## src/rtl/secuenciador_tubo_pkg.sv

```systemverilog
// Shared definitions for the falling-note row sequencer and its renderer hookup.
package secuenciador_tubo_pkg;

  localparam int unsigned AnchoCarril  = 5;
  localparam int unsigned AnchoCoord   = 10;

  // Defaults shared with the renderer instantiation
  localparam int unsigned YStartDef    = 0;
  localparam int unsigned YHitDef      = 352;
  localparam int unsigned HitWinDef    = 32;
  localparam int unsigned GapFramesDef = 8;
  localparam int unsigned ScoreMaxDef  = 999;

  typedef logic [AnchoCarril-1:0] carril_t;
  typedef logic [AnchoCoord-1:0]  coord_t;

  typedef enum logic [2:0] {
    StIdle,
    StFetch,
    StLoad,
    StFall,
    StWindow,
    StGap
  } estado_e;

  // Increment that sticks once the ceiling is reached
  function automatic coord_t suma_sat(input coord_t valor, input coord_t tope);
    return (valor >= tope) ? valor : valor + coord_t'(1);
  endfunction

endpackage

```

## src/rtl/secuenciador_tubo_contador_cuadros.sv

```systemverilog
// Loadable down-counter of frame ticks; flags the tick that exhausts the count.
module contador_cuadros #(
  parameter int unsigned Ancho = 8
) (
  input  logic             clk_i,
  input  logic             rst_ni,
  input  logic             carga_i,
  input  logic [Ancho-1:0] valor_i,
  input  logic             tick_i,
  output logic             fin_o
);

  logic [Ancho-1:0] cuenta_d, cuenta_q;

  // Load wins over a coincident tick; the count rests at zero
  always_comb begin
    cuenta_d = cuenta_q;
    if (carga_i) begin
      cuenta_d = valor_i;
    end else if (tick_i && (cuenta_q != '0)) begin
      cuenta_d = cuenta_q - Ancho'(1);
    end
  end

  // Count register
  always_ff @(posedge clk_i or negedge rst_ni) begin
    if (!rst_ni) begin
      cuenta_q <= '0;
    end else begin
      cuenta_q <= cuenta_d;
    end
  end

  // Done is the tick that takes the count from one to zero
  always_comb begin
    fin_o = tick_i && !carga_i && (cuenta_q == Ancho'(1));
  end

endmodule

```

## src/rtl/secuenciador_tubo.sv

```systemverilog
// Sequencer for the falling-note row renderer: fetches patterns, paces rows per
// frame, gates visibility and judges hits inside the hit window.
module secuenciador_tubo
  import secuenciador_tubo_pkg::*;
#(
  parameter int unsigned Y_START    = YStartDef,
  parameter int unsigned Y_HIT      = YHitDef,
  parameter int unsigned HIT_WIN    = HitWinDef,
  parameter int unsigned GAP_FRAMES = GapFramesDef,
  parameter int unsigned SCORE_MAX  = ScoreMaxDef
) (
  input  logic                   clk,
  input  logic                   reset,
  input  logic                   start,
  input  logic                   stop,
  input  logic                   frame_tick,
  input  logic [AnchoCarril-1:0] nota_mask,
  input  logic                   nota_valid,
  output logic                   nota_ready,
  input  logic [AnchoCarril-1:0] golpe,
  output logic                   enable,
  output logic [AnchoCoord-1:0]  posicionY,
  output logic                   contar,
  output logic                   maquinaOut,
  output logic [AnchoCarril-1:0] mascara,
  output logic [AnchoCoord-1:0]  pos_actual,
  output logic                   acierto,
  output logic                   fallo,
  output logic [AnchoCoord-1:0]  puntaje,
  output logic                   activo
);

  // Elaboration-time legality of the geometry
  if (Y_HIT + HIT_WIN > 1023) begin : g_err_ventana
    $error("secuenciador_tubo: Y_HIT+HIT_WIN exceeds 1023");
  end
  if (Y_START >= Y_HIT) begin : g_err_inicio
    $error("secuenciador_tubo: Y_START must be below Y_HIT");
  end
  if ((GAP_FRAMES < 1) || (GAP_FRAMES > 255)) begin : g_err_gap
    $error("secuenciador_tubo: GAP_FRAMES must be within 1..255");
  end
  if (SCORE_MAX > 1023) begin : g_err_puntaje
    $error("secuenciador_tubo: SCORE_MAX does not fit in 10 bits");
  end

  localparam coord_t     YStartC  = coord_t'(Y_START);
  localparam coord_t     YHitC    = coord_t'(Y_HIT);
  localparam coord_t     YFinC    = coord_t'(Y_HIT + HIT_WIN);
  localparam coord_t     ScoreC   = coord_t'(SCORE_MAX);
  localparam logic [7:0] GapC     = 8'(GAP_FRAMES);

  estado_e state_d, state_q;
  coord_t  pos_d, pos_q;
  coord_t  puntaje_d, puntaje_q;
  carril_t mascara_d, mascara_q;
  carril_t golpe_q;
  logic    contar_d, contar_q;
  logic    acierto_d, acierto_q;
  logic    fallo_d, fallo_q;

  carril_t flanco;
  coord_t  pos_inc;
  logic    gap_carga;
  logic    gap_tick;
  logic    gap_fin;

  assign flanco   = golpe & ~golpe_q;
  assign pos_inc  = pos_q + coord_t'(1);
  assign gap_tick = frame_tick && (state_q == StGap);

  contador_cuadros #(
    .Ancho (8)
  ) u_contador_gap (
    .clk_i   (clk),
    .rst_ni  (reset),
    .carga_i (gap_carga),
    .valor_i (GapC),
    .tick_i  (gap_tick),
    .fin_o   (gap_fin)
  );

  // Next-state, row tracking and judgement; stop overrides everything
  always_comb begin
    state_d   = state_q;
    pos_d     = pos_q;
    puntaje_d = puntaje_q;
    mascara_d = mascara_q;
    contar_d  = 1'b0;
    acierto_d = 1'b0;
    fallo_d   = 1'b0;
    gap_carga = 1'b0;

    if (stop) begin
      state_d = StIdle;
    end else begin
      unique case (state_q)
        StIdle: begin
          if (start) begin
            puntaje_d = '0;
            state_d   = StFetch;
          end
        end
        StFetch: begin
          if (nota_valid) begin
            if (nota_mask != '0) begin
              mascara_d = nota_mask;
              state_d   = StLoad;
            end else begin
              // Rest pattern: no row, just wait out the gap
              gap_carga = 1'b1;
              state_d   = StGap;
            end
          end
        end
        StLoad: begin
          pos_d   = YStartC;
          state_d = StFall;
        end
        StFall: begin
          if (frame_tick) begin
            contar_d = 1'b1;
            pos_d    = pos_inc;
            if (pos_inc == YHitC) begin
              state_d = StWindow;
            end
          end
        end
        StWindow: begin
          if (frame_tick) begin
            contar_d = 1'b1;
            pos_d    = pos_inc;
          end
          // A press sampled with the expiry tick still counts
          if (flanco != '0) begin
            if (flanco == mascara_q) begin
              acierto_d = 1'b1;
              puntaje_d = suma_sat(puntaje_q, ScoreC);
            end else begin
              fallo_d = 1'b1;
            end
            gap_carga = 1'b1;
            state_d   = StGap;
          end else if (frame_tick && (pos_inc == YFinC)) begin
            fallo_d   = 1'b1;
            gap_carga = 1'b1;
            state_d   = StGap;
          end
        end
        StGap: begin
          if (gap_fin) begin
            state_d = StFetch;
          end
        end
        default: begin
          state_d = StIdle;
        end
      endcase
    end
  end

  // State and datapath registers
  always_ff @(posedge clk or negedge reset) begin
    if (!reset) begin
      state_q   <= StIdle;
      pos_q     <= '0;
      puntaje_q <= '0;
      mascara_q <= '0;
      golpe_q   <= '0;
      contar_q  <= 1'b0;
      acierto_q <= 1'b0;
      fallo_q   <= 1'b0;
    end else begin
      state_q   <= state_d;
      pos_q     <= pos_d;
      puntaje_q <= puntaje_d;
      mascara_q <= mascara_d;
      golpe_q   <= golpe;
      contar_q  <= contar_d;
      acierto_q <= acierto_d;
      fallo_q   <= fallo_d;
    end
  end

  // Output decode from registered state
  always_comb begin
    posicionY  = YStartC;
    enable     = (state_q == StLoad);
    nota_ready = (state_q == StFetch);
    maquinaOut = (state_q == StFall) || (state_q == StWindow);
    activo     = (state_q != StIdle);
    contar     = contar_q;
    acierto    = acierto_q;
    fallo      = fallo_q;
    pos_actual = pos_q;
    mascara    = mascara_q;
    puntaje    = puntaje_q;
  end

endmodule

```

## config.mk

```make
export PLATFORM = sky130hd
export DESIGN_NAME = secuenciador_tubo
export DESIGN_NICKNAME = d
export VERILOG_FILES = /design/src/rtl/secuenciador_tubo_pkg.sv /design/src/rtl/secuenciador_tubo_contador_cuadros.sv /design/src/rtl/secuenciador_tubo.sv
export SDC_FILE = /design/constraint.sdc
export NUM_CORES = 1
export LEC_CHECK = 0
export ABC_AREA = 0
export CAP_MARGIN = 20
export CELL_PAD_IN_SITES_DETAIL_PLACEMENT = 0
export CELL_PAD_IN_SITES_GLOBAL_PLACEMENT = 1
export CORE_UTILIZATION = 39
export CTS_CLUSTER_DIAMETER = 200
export DETAILED_ROUTE_END_ITERATION = 8
export PLACE_DENSITY_LB_ADDON = 0.25
export SLEW_MARGIN = 40
export SYNTH_ARGS = -nofsm -noshare
export SYNTH_HDL_FRONTEND = slang
export SYNTH_HIERARCHICAL = 1
export SYNTH_SLANG_ARGS = --single-unit
```

## constraint.sdc

```tcl
create_clock -name clk -period 4.7 [get_ports clk]
set_input_delay 1.41 -clock clk [delete_from_list [all_inputs] [get_ports clk]]
set_output_delay 1.41 -clock clk [all_outputs]
set_load 0.1 [all_outputs]
```

After elaboration in Yosys (flattened, before gate mapping)
Cells that the tools add are included.
- register bits: 44
- logic and storage cells: 92
- output and inout bits: 42
- input bits: 16
- reductions and logical operators: 20
- bitwise operators: 3
- mux-type cells: 36
- $add $sub $neg: 3
- eq/ne operators: 20
- magnitude comparators: 1
- operator list (operator ; count):
    10-bit two-way mux ; 5
    10-bit one-hot mux with 2 select lines ; 2
    3-bit two-way mux ; 9
    10-bit by 1-bit adder with 10-bit output, second input constant ; 2
    10-bit by 9-bit equality test with 1-bit output, second input constant ; 2
    3-bit one-hot mux with 6 select lines ; 1
    1-bit two-way mux ; 16
    8-bit two-way mux ; 2
    3-bit != test, second input constant ; 5
    6-bit AND reduction ; 2
    10-bit greater-or-equal comparator, second input constant ; 1
    5-bit nonzero test ; 2
    8-bit by 1-bit equality test with 1-bit output, second input constant ; 1
    2-bit != test, second input constant ; 4
    8-bit nonzero test ; 1
    8-bit by 1-bit subtractor with 8-bit output, second input constant ; 1
    3-bit by 2-bit equality test with 1-bit output, second input constant ; 2
    3-bit equality test, second input constant ; 2
    2-bit nonzero test ; 3
    5-bit AND ; 1
    5-bit equality test ; 1
    1-bit logical AND ; 5
    5-bit inverter ; 1
    4-bit != test, second input constant ; 1
    other kinds (11) ; 11

Logic depth before layout (Yosys ltp)
Gate-level depths: netlist (run 1).
- depth in word-level cells: 13
- mapped depth: 15

Hierarchy
Netlist (run 1), hierarchy kept.
- by module, submodules not included (module ; area an instance (µm²) ; times used ; cells each):
    secuenciador_tubo ; 2204.6 ; 1 ; 244
    contador_cuadros ; 636.9 ; 1 ; 70

Worst setup path after synthesis (run 1)
OpenSTA, ideal clock, no wires.
- path kind: reg-to-reg
- start point: reg pos_q[3], in the netlist pos_actual[3]
- end point: reg state_q[0]
- path buffers: 2
- period minus slack after synthesis: 4.346 ns
- slack: 0.354 ns
- arrival time: 4.218 ns
- cell stages (with the launch flop): 16
- cells stage by stage: dfrtp_1 -> buf_2 -> nand4_2 -> o31a_1 -> nor4b_2 -> o2111ai_1 -> a211o_1 -> o21ai_0 -> clkbuf_1 -> inv_1 -> and4_1 -> mux2i_1 -> a21oi_1 -> o21ai_0 -> o41ai_4 -> mux2_1
- longest elaborated chain between the ends: 12
- elaborated cells between the ends (all ways): 15
- those cells by class: add/sub: 1; eq/ne: 5; mux: 4; reduce/logical: 5
- ends and longest elaborated chain (element ; RTL line ; RTL):
    from (decl) ; secuenciador_tubo.sv:54 ; coord_t pos_d, pos_q;
    from (signal assigned) ; secuenciador_tubo.sv:175 ; pos_q <= pos_d;
    10-bit by 1-bit adder with 10-bit output ; secuenciador_tubo.sv:69 ; assign pos_inc = pos_q + coord_t'(1);
    10-bit by 9-bit equality test with 1-bit output ; secuenciador_tubo.sv:144 ; end else if (frame_tick && (pos_inc == YFinC)) begin
    1-bit logical AND ; secuenciador_tubo.sv:144 ;
    1-bit two-way mux ; secuenciador_tubo.sv:144 ;
    1-bit two-way mux ; secuenciador_tubo.sv:135 ; if (flanco != '0) begin
    1-bit one-hot mux with 2 select lines ; secuenciador_tubo.sv:97 ; unique case (state_q)
    1-bit two-way mux ; secuenciador_tubo.sv:94 ; if (stop) begin
    via gap_carga ; secuenciador_tubo.sv:64 ; logic gap_carga;
    1-bit logical NOT ; secuenciador_tubo_contador_cuadros.sv:36 ; fin_o = tick_i && !carga_i && (cuenta_q == Ancho'(1));
    1-bit logical AND (2 in a row) ; secuenciador_tubo_contador_cuadros.sv:36 ;
    via gap_fin ; secuenciador_tubo.sv:66 ; logic gap_fin;
    3-bit != test (no source line) ; - ;
    6-bit AND reduction (no source line) ; - ;
    to (signal assigned) ; secuenciador_tubo.sv:165 ; state_q <= StIdle;
    to (signal assigned) ; secuenciador_tubo.sv:174 ; state_q <= state_d;
    to (decl) ; secuenciador_tubo.sv:53 ; estado_e state_d, state_q;
The timed path passes the listed nets, and every way through them passes these cells.
A chain may end at the register's enable or synchronous reset.

Worst setup path after layout (run 1)
- start point: in frame_tick
- end point: reg state_q[0]
- longest elaborated chain between the ends: 10
- elaborated cells between the ends (all ways): 13
- those cells by class: eq/ne: 3; mux: 4; reduce/logical: 6
- ends and longest elaborated chain (element ; RTL line ; RTL):
    from (decl) ; secuenciador_tubo.sv:16 ; input logic frame_tick,
    1-bit logical AND ; secuenciador_tubo.sv:144 ;
    1-bit two-way mux ; secuenciador_tubo.sv:144 ;
    1-bit two-way mux ; secuenciador_tubo.sv:135 ;
    1-bit one-hot mux with 2 select lines ; secuenciador_tubo.sv:97 ;
    1-bit two-way mux ; secuenciador_tubo.sv:94 ;
    via gap_carga ; secuenciador_tubo.sv:64 ;
    1-bit logical NOT ; secuenciador_tubo_contador_cuadros.sv:36 ;
    1-bit logical AND (2 in a row) ; secuenciador_tubo_contador_cuadros.sv:36 ;
    via gap_fin ; secuenciador_tubo.sv:66 ;
    3-bit != test (no source line) ; - ;
    6-bit AND reduction (no source line) ; - ;
The timed path passes the listed nets, and every way through them passes these cells.

==> results of run 1 <==
==> layer usage <==
layer,vias to the layer above,global-route usage,part of all wire,routed length (um)
li1,1211,-,-,-
met1,1138,0.268,0.48,3230
met2,57,0.293,0.46,3100
met3,4,0.0417,0.047,315
met4,0,0.0522,0.0066,44
met5,-,0,0,0
==> registers in the layout, indices dropped and copies added, names as in the netlist <==
signal and cells:
puntaje 10, state_q 3, contar 1, mascara 5
pos_actual 10, golpe_q 5, fallo 1, acierto 1
u_contador_gap/cuenta_q 8
==> worst paths after layout <==
kind                               startpoint             to  slack, ns  depth (start not counted)
worst min register to register     puntaje[9]     puntaje[9]       0.52                          2
worst min-delay path               puntaje[9]     puntaje[9]       0.52                          2
worst max-delay path               frame_tick     state_q[0]       0.68                         12
worst max register to register  pos_actual[6]     state_q[0]       1.16                         13
min in group asynchronous               reset     puntaje[3]       1.10                          1
max in group asynchronous               reset  pos_actual[5]       3.22                          1
==> final cells by class <==
| class | instances | area share |
|---|---|---|
| sequential | 44 | 0.331 |
| clock buffer | 6 | 0.0248 |
| tap | 96 | 0.0361 |
| inverter | 11 | 0.0124 |
| timing repair buffer | 51 | 0.103 |
| clock inverter | 2 | 0.00451 |
| multi-input combinational | 252 | 0.488 |
==> report_power, final <==
part / total (mW) / switching [mW] / leakage, nW / internal [mW]
Sequential: 0.558 / 0.107 / 0.570 / 0.451
Clock: 0.259 / 0.140 / 0.0434 / 0.119
Combinational: 0.825 / 0.616 / 0.906 / 0.209
==> synth_stat cells, types with 4 or more instances <==
cell,n
nor2b_1,5
buf_4,10
o21ai_0,23
nand3_1,13
nand2b_1,9
mux2i_1,7
mux2_2,5
nor2_1,23
nand2_1,37
clkbuf_1,8
xor2_1,4
and2_1,6
inv_1,10
buf_2,4
dfrtp_1,44
o31ai_1,6
xnor2_1,7
and3_1,4
ha_1,6
nor3b_1,4
a31oi_1,6
a21oi_1,5
nor3_1,8
==> cells in the final DEF (no fill, tap or decap), types with 5 or more instances in the layout <==
cell / Yosys / final
dfrtp_1: 44 / 44
nand2_1: 37 / 37
buf_2: 4 / 30
nor2_1: 23 / 23
o21ai_0: 23 / 23
conb_1: 2 / 18
clkdlybuf4s50_1: 0 / 14
nand3_1: 13 / 13
inv_1: 10 / 10
nand2b_1: 9 / 9
nor3_1: 8 / 8
xnor2_1: 7 / 7
mux2i_1: 7 / 7
buf_4: 10 / 7
and2_1: 6 / 6
o31ai_1: 6 / 6
a31oi_1: 6 / 6
ha_1: 6 / 6
clkbuf_8: 0 / 6
nor2b_1: 5 / 5
a21oi_1: 5 / 5
mux2_2: 5 / 5
==> kinds of logic after synthesis <==
logic type | after synthesis | synth area share
compound gates | 67 | 0.172
xor+xnor | 11 | 0.0339
mux | 13 | 0.0484
other cells | 2 | 0.00264
buf+inv | 34 | 0.0625
flops | 44 | 0.387
fa+ha+maj | 6 | 0.0264
simple gates | 137 | 0.267
==> critical path: cells and delay by family <==
kind	cells	cell delay [ns]
AO/OA/AOI/OAI	6	1.16
buffers and inverters	2	0.70
multiplexers	2	0.50
AND/OR/NAND/NOR	2	0.44
==> per-stage QoR <==
step                 util  total power [mW]
floorplan               -              1.24
global placement    0.489              1.43
detailed placement  0.467              1.39
CTS                 0.482              1.65
global route        0.482              1.74
finish              0.482              1.64
==> metrics.yaml, run 1 <==
final_cells: 462
crit_path_start_kind: "primary input"
critical_path_arrival_ns: 4.21
htree_num_levels: 2
core_area_um2: 6910
start_util: 0.411
fp.dieH_um: 87.4
grt_pass1_wl_mm: 11.1
power.leakage_nw: 1.52
drc: 0
cts_setup_buffers: 0
cp-end-kind: "register"
vias_per_cell: 5.22
io_pins: 58
ys.flop_type: "dfrtp_1"
crit_type: "primary input to register"
rsz0062_at_grt: "no"
slew_headroom: 0.481
multi_input_area_um2: 1620
post-dp-hpwl_mm: 4.95
ys_warn_count: 6
num_antenna_cells: 0
seq_area_um2: 1100
worst_pin_slew_ns: 0.771
clock_latency_ns: 0.30
async_reset_ff_frac: 1.00
row_count: 30
postSynthAreaPerCell_um2: 9.05
seq_area_frac_synth: 0.387
hold_class: "register to register"
worst_clock_skew_ns: 0.00762
critPathMaxStageDelay_ns: 0.54
yosysTopAreaCell: "dfrtp_1"
cap_violations: 0
drtPass1Iterations: 4
routed_wl_mm: 6.69
dp_worst_setup_slack_ns: 0.365
filler_cell_count: 674
hold_violations: 0
gp_congestion: 0.813
place_area_um2: 3230
slew_viol_final: 0
ctsResizeCount: 0
ir_drop_uv: 637
root_buffer: "clkbuf_8"
p_per_area_nw_per_um2: 494
synth_area_um2: 2840
run_status: "complete, no violations"
synth_edf_count: 0
grt_antenna_before_repair: 0
nNetsFinal: 387
via_count: 2410
yosysUniqueCellTypes: 62
path_clk_slew_ns: 0.09
overflow: 0
cts_buffer_depth: 2
cts_tree: "done"
die_w_um: 87.4
grt_max_degree: 45
synth_top_area_frac: 0.387
crit_path_cell_trace: "clkdlybuf4s50_1 -> nor4b_1 -> o2111ai_1 -> a211o_1 -> o21ai_0 -> inv_1 -> and4_1 -> mux2i_1 -> a21oi_1 -> o21ai_0 -> o41ai_4 -> mux2_1"
fin_crit_ns: 4.02
grt_pass1_vias: 2268
timing.hold.ws_ns: 0.524
timing.final.ws_setup_ns: 0.684
finalSetupViolations: 0
setup_tns_ns: 0
track_usage: 0.190
finalCritPeriodShare: 0.855
cp_max_fo: 7
numClockSinks: 44
io_buffers: 47
ant_nets: 0
synth_cells: 314
cts_buffers: 5
wire_per_inst_um: 14.5
fin_area_um2: 3330
crit_slowest_cell: "clkdlybuf4s50_1"
hold_buffers: 0
final_layout_size_suffix_gt1_frac: 0.180
crit_path_frequent_cell: "o21ai_0"
critical_path_required_ns: 4.89
syn2layout_area_growth_pct: 17.0
synth_seq_cells: 44
dieArea_um2: 7630
drt_iter0_drc: 124
placedCellCount: 454
fmax_mhz: 249
ys_top_cells_by_area: "dfrtp_1, nand2_1, o21ai_0"
Power figures use the tool's default switching activity.
==> inputs of run 2 (changes only) <==
--- a/config.mk
+++ b/config.mk
@@ -9,10 +9,11 @@
 export CAP_MARGIN = 20
 export CELL_PAD_IN_SITES_DETAIL_PLACEMENT = 0
 export CELL_PAD_IN_SITES_GLOBAL_PLACEMENT = 1
+export CORE_MARGIN = 2
 export CORE_UTILIZATION = 39
 export CTS_CLUSTER_DIAMETER = 200
 export DETAILED_ROUTE_END_ITERATION = 8
-export PLACE_DENSITY_LB_ADDON = 0.25
+export PLACE_DENSITY = 0.83
 export SLEW_MARGIN = 40
 export SYNTH_ARGS = -nofsm -noshare
 export SYNTH_HDL_FRONTEND = slang
==> run 2 against run 1 <==
Against the previous run:
- sequential power about the same
- global-route usage shrank 1.3 points
- core utilization down 1.5 points
- register-to-register slack worse by 0.08 ns
- clock skew down 0.0020 ns
- combinational power barely moved
- via count increased by 0.33%
- power up 2.1%
- die area grew 4.6%
- critical path depth did not move
- setup slack lost 0.0068 ns
- routed wire length is 2.8% lower
- critical path type unchanged
==> metrics.yaml, run 2 (synthesis gave the netlist of run 1 again) <==
rrSetupSlack_ns: 1.08  # -0.08 ns
finalSetupViolations: 0  # unchanged
fin_crit_ns: 4.02  # +0.00675 ns
overflow: 0  # unchanged
root_buffer: "clkbuf_8"
via_count: 2418  # +0.33%
fp.dieH_um: 89.4  # +2.3%
hold_class: "register to register"
run_status: "complete, no violations"
path_clk_slew_ns: 0.09  # about the same
crit_path_start_kind: "primary input"
cts_buffer_depth: 2  # unchanged
rsz0062_at_grt: "no"
fmax_mhz: 249  # -0.17%
critical_path_arrival_ns: 4.21  # about the same
hold_buffers: 0  # unchanged
wire_per_inst_um: 14.1  # -3.0%
htree_num_levels: 2  # unchanged
hold_violations: 0  # unchanged
vias_per_cell: 5.22  # +0.12%
drc: 0  # unchanged
io_pins: 58  # unchanged
num_antenna_cells: 0  # unchanged
gp_congestion: 0.813  # unchanged
grt_antenna_before_repair: 0  # unchanged
final_layout_size_suffix_gt1_frac: 0.179  # -0.00176
cap_violations: 0  # unchanged
crit_type: "primary input to register"
row_count: 31  # +3.3%
setup_tns_ns: 0  # unchanged
timing.rr.start: "pos_actual[3]"
start_util: 0.398  # -0.0133
nNetsFinal: 385  # -0.52%
track_usage: 0.177  # -0.0125
dieArea_um2: 7980  # +4.6%
grt_pass1_wl_mm: 11.0  # -1.4%
slew_viol_final: 0  # unchanged
cts_setup_buffers: 0  # unchanged
rr_worst_depth: 13  # unchanged
routed_wl_mm: 6.51  # -2.8%
worst_clock_skew_ns: 0.00564  # -0.00198 ns
slew_headroom: 0.575  # +0.0940
hold_start: "puntaje[9]"
cts_tree: "done"
cp_max_fo: 7  # unchanged
cp-end-kind: "register"
worst_pin_slew_ns: 0.632  # -0.140 ns
numClockSinks: 44  # unchanged
timing.final.ws_setup_ns: 0.677  # -0.00675 ns
critical_path_required_ns: 4.89  # about the same
post-dp-hpwl_mm: 4.71  # -5.0%
clock_latency_ns: 0.30  # about the same
p_per_area_nw_per_um2: 504  # +2.0%
drtPass1Iterations: 4  # unchanged
final_common_cell: "dfrtp_1"
power.leakage_nw: 1.52  # +0.21%
core_area_um2: 7140  # +3.3%
dp_worst_setup_slack_ns: 0.380  # +0.0149 ns
grt_max_degree: 45  # unchanged
ir_drop_uv: 464  # -27%
drt_iter0_drc: 102  # -18%
cts_buffers: 5  # unchanged
die_w_um: 89.4  # +2.3%
final_cell_mix: "dfrtp_1, nand2_1, buf_2"
ant_nets: 0  # unchanged
io_buffers: 47  # unchanged
crit_start: "frame_tick"
syn2layout_area_growth_pct: 17.2
grt_pass1_vias: 2221  # -2.1%
finalCritPeriodShare: 0.856  # +0.00144
ctsResizeCount: 0  # unchanged
min_delay_path_depth: 2  # unchanged
run 2: layer usage:
metal | wire length (um) | GRT usage
met1 | 3210 | 0.249
met2 | 2960 | 0.276
met3 | 257 | 0.0323
met4 | 77 | 0.0583
met5 | 0 | 0
run 2: final timing paths:
kind | to
max | state_q[0]
min | puntaje[9]
max reg2reg | state_q[0]
min reg2reg | puntaje[9]
max in group asynchronous | u_contador_gap/cuenta_q[1]
min in group asynchronous | puntaje[6]
run 2: layout make-up:
class	instances	area [um^2]
multi-input combinational	252	1630
tap	99	124
clock inverter	3	42.5
fill	738	3810
inverter	11	41.3
clock buffer	5	68.8
timing repair buffer	49	325
sequential	44	1100
run 2: metrics by stage:
stage | cells | hold WS, ns | total power [mW] | utilization | cell area, um^2
CTS | 463 | 0.536 | 1.69 | 0.467 | 3330
finish | 463 | 0.534 | 1.68 | 0.467 | 3330
global route | 463 | 0.579 | 1.78 | 0.467 | 3330
global placement | 455 | 0.509 | 1.42 | 0.472 | 3370
floorplan | 330 | 0.568 | 1.24 | - | 2900
detailed placement | 455 | 0.512 | 1.38 | 0.451 | 3220
run 2: worst max-delay path: stages:
cell and delay, ns:
clkdlybuf4s50_1 0.53, nor4b_1 0.24, o2111ai_1 0.19, a211o_1 0.35, o21ai_0 0.11, inv_1 0.16
and4_1 0.19, mux2i_1 0.17, a21oi_1 0.09, o21ai_0 0.29, o41ai_4 0.16, mux2_1 0.33
run 2: report_power, final:
group / switching (mW) / internal, mW / leakage (nW)
Combinational: 0.618 / 0.207 / 0.898
Clock: 0.140 / 0.157 / 0.0541
Sequential: 0.104 / 0.451 / 0.570
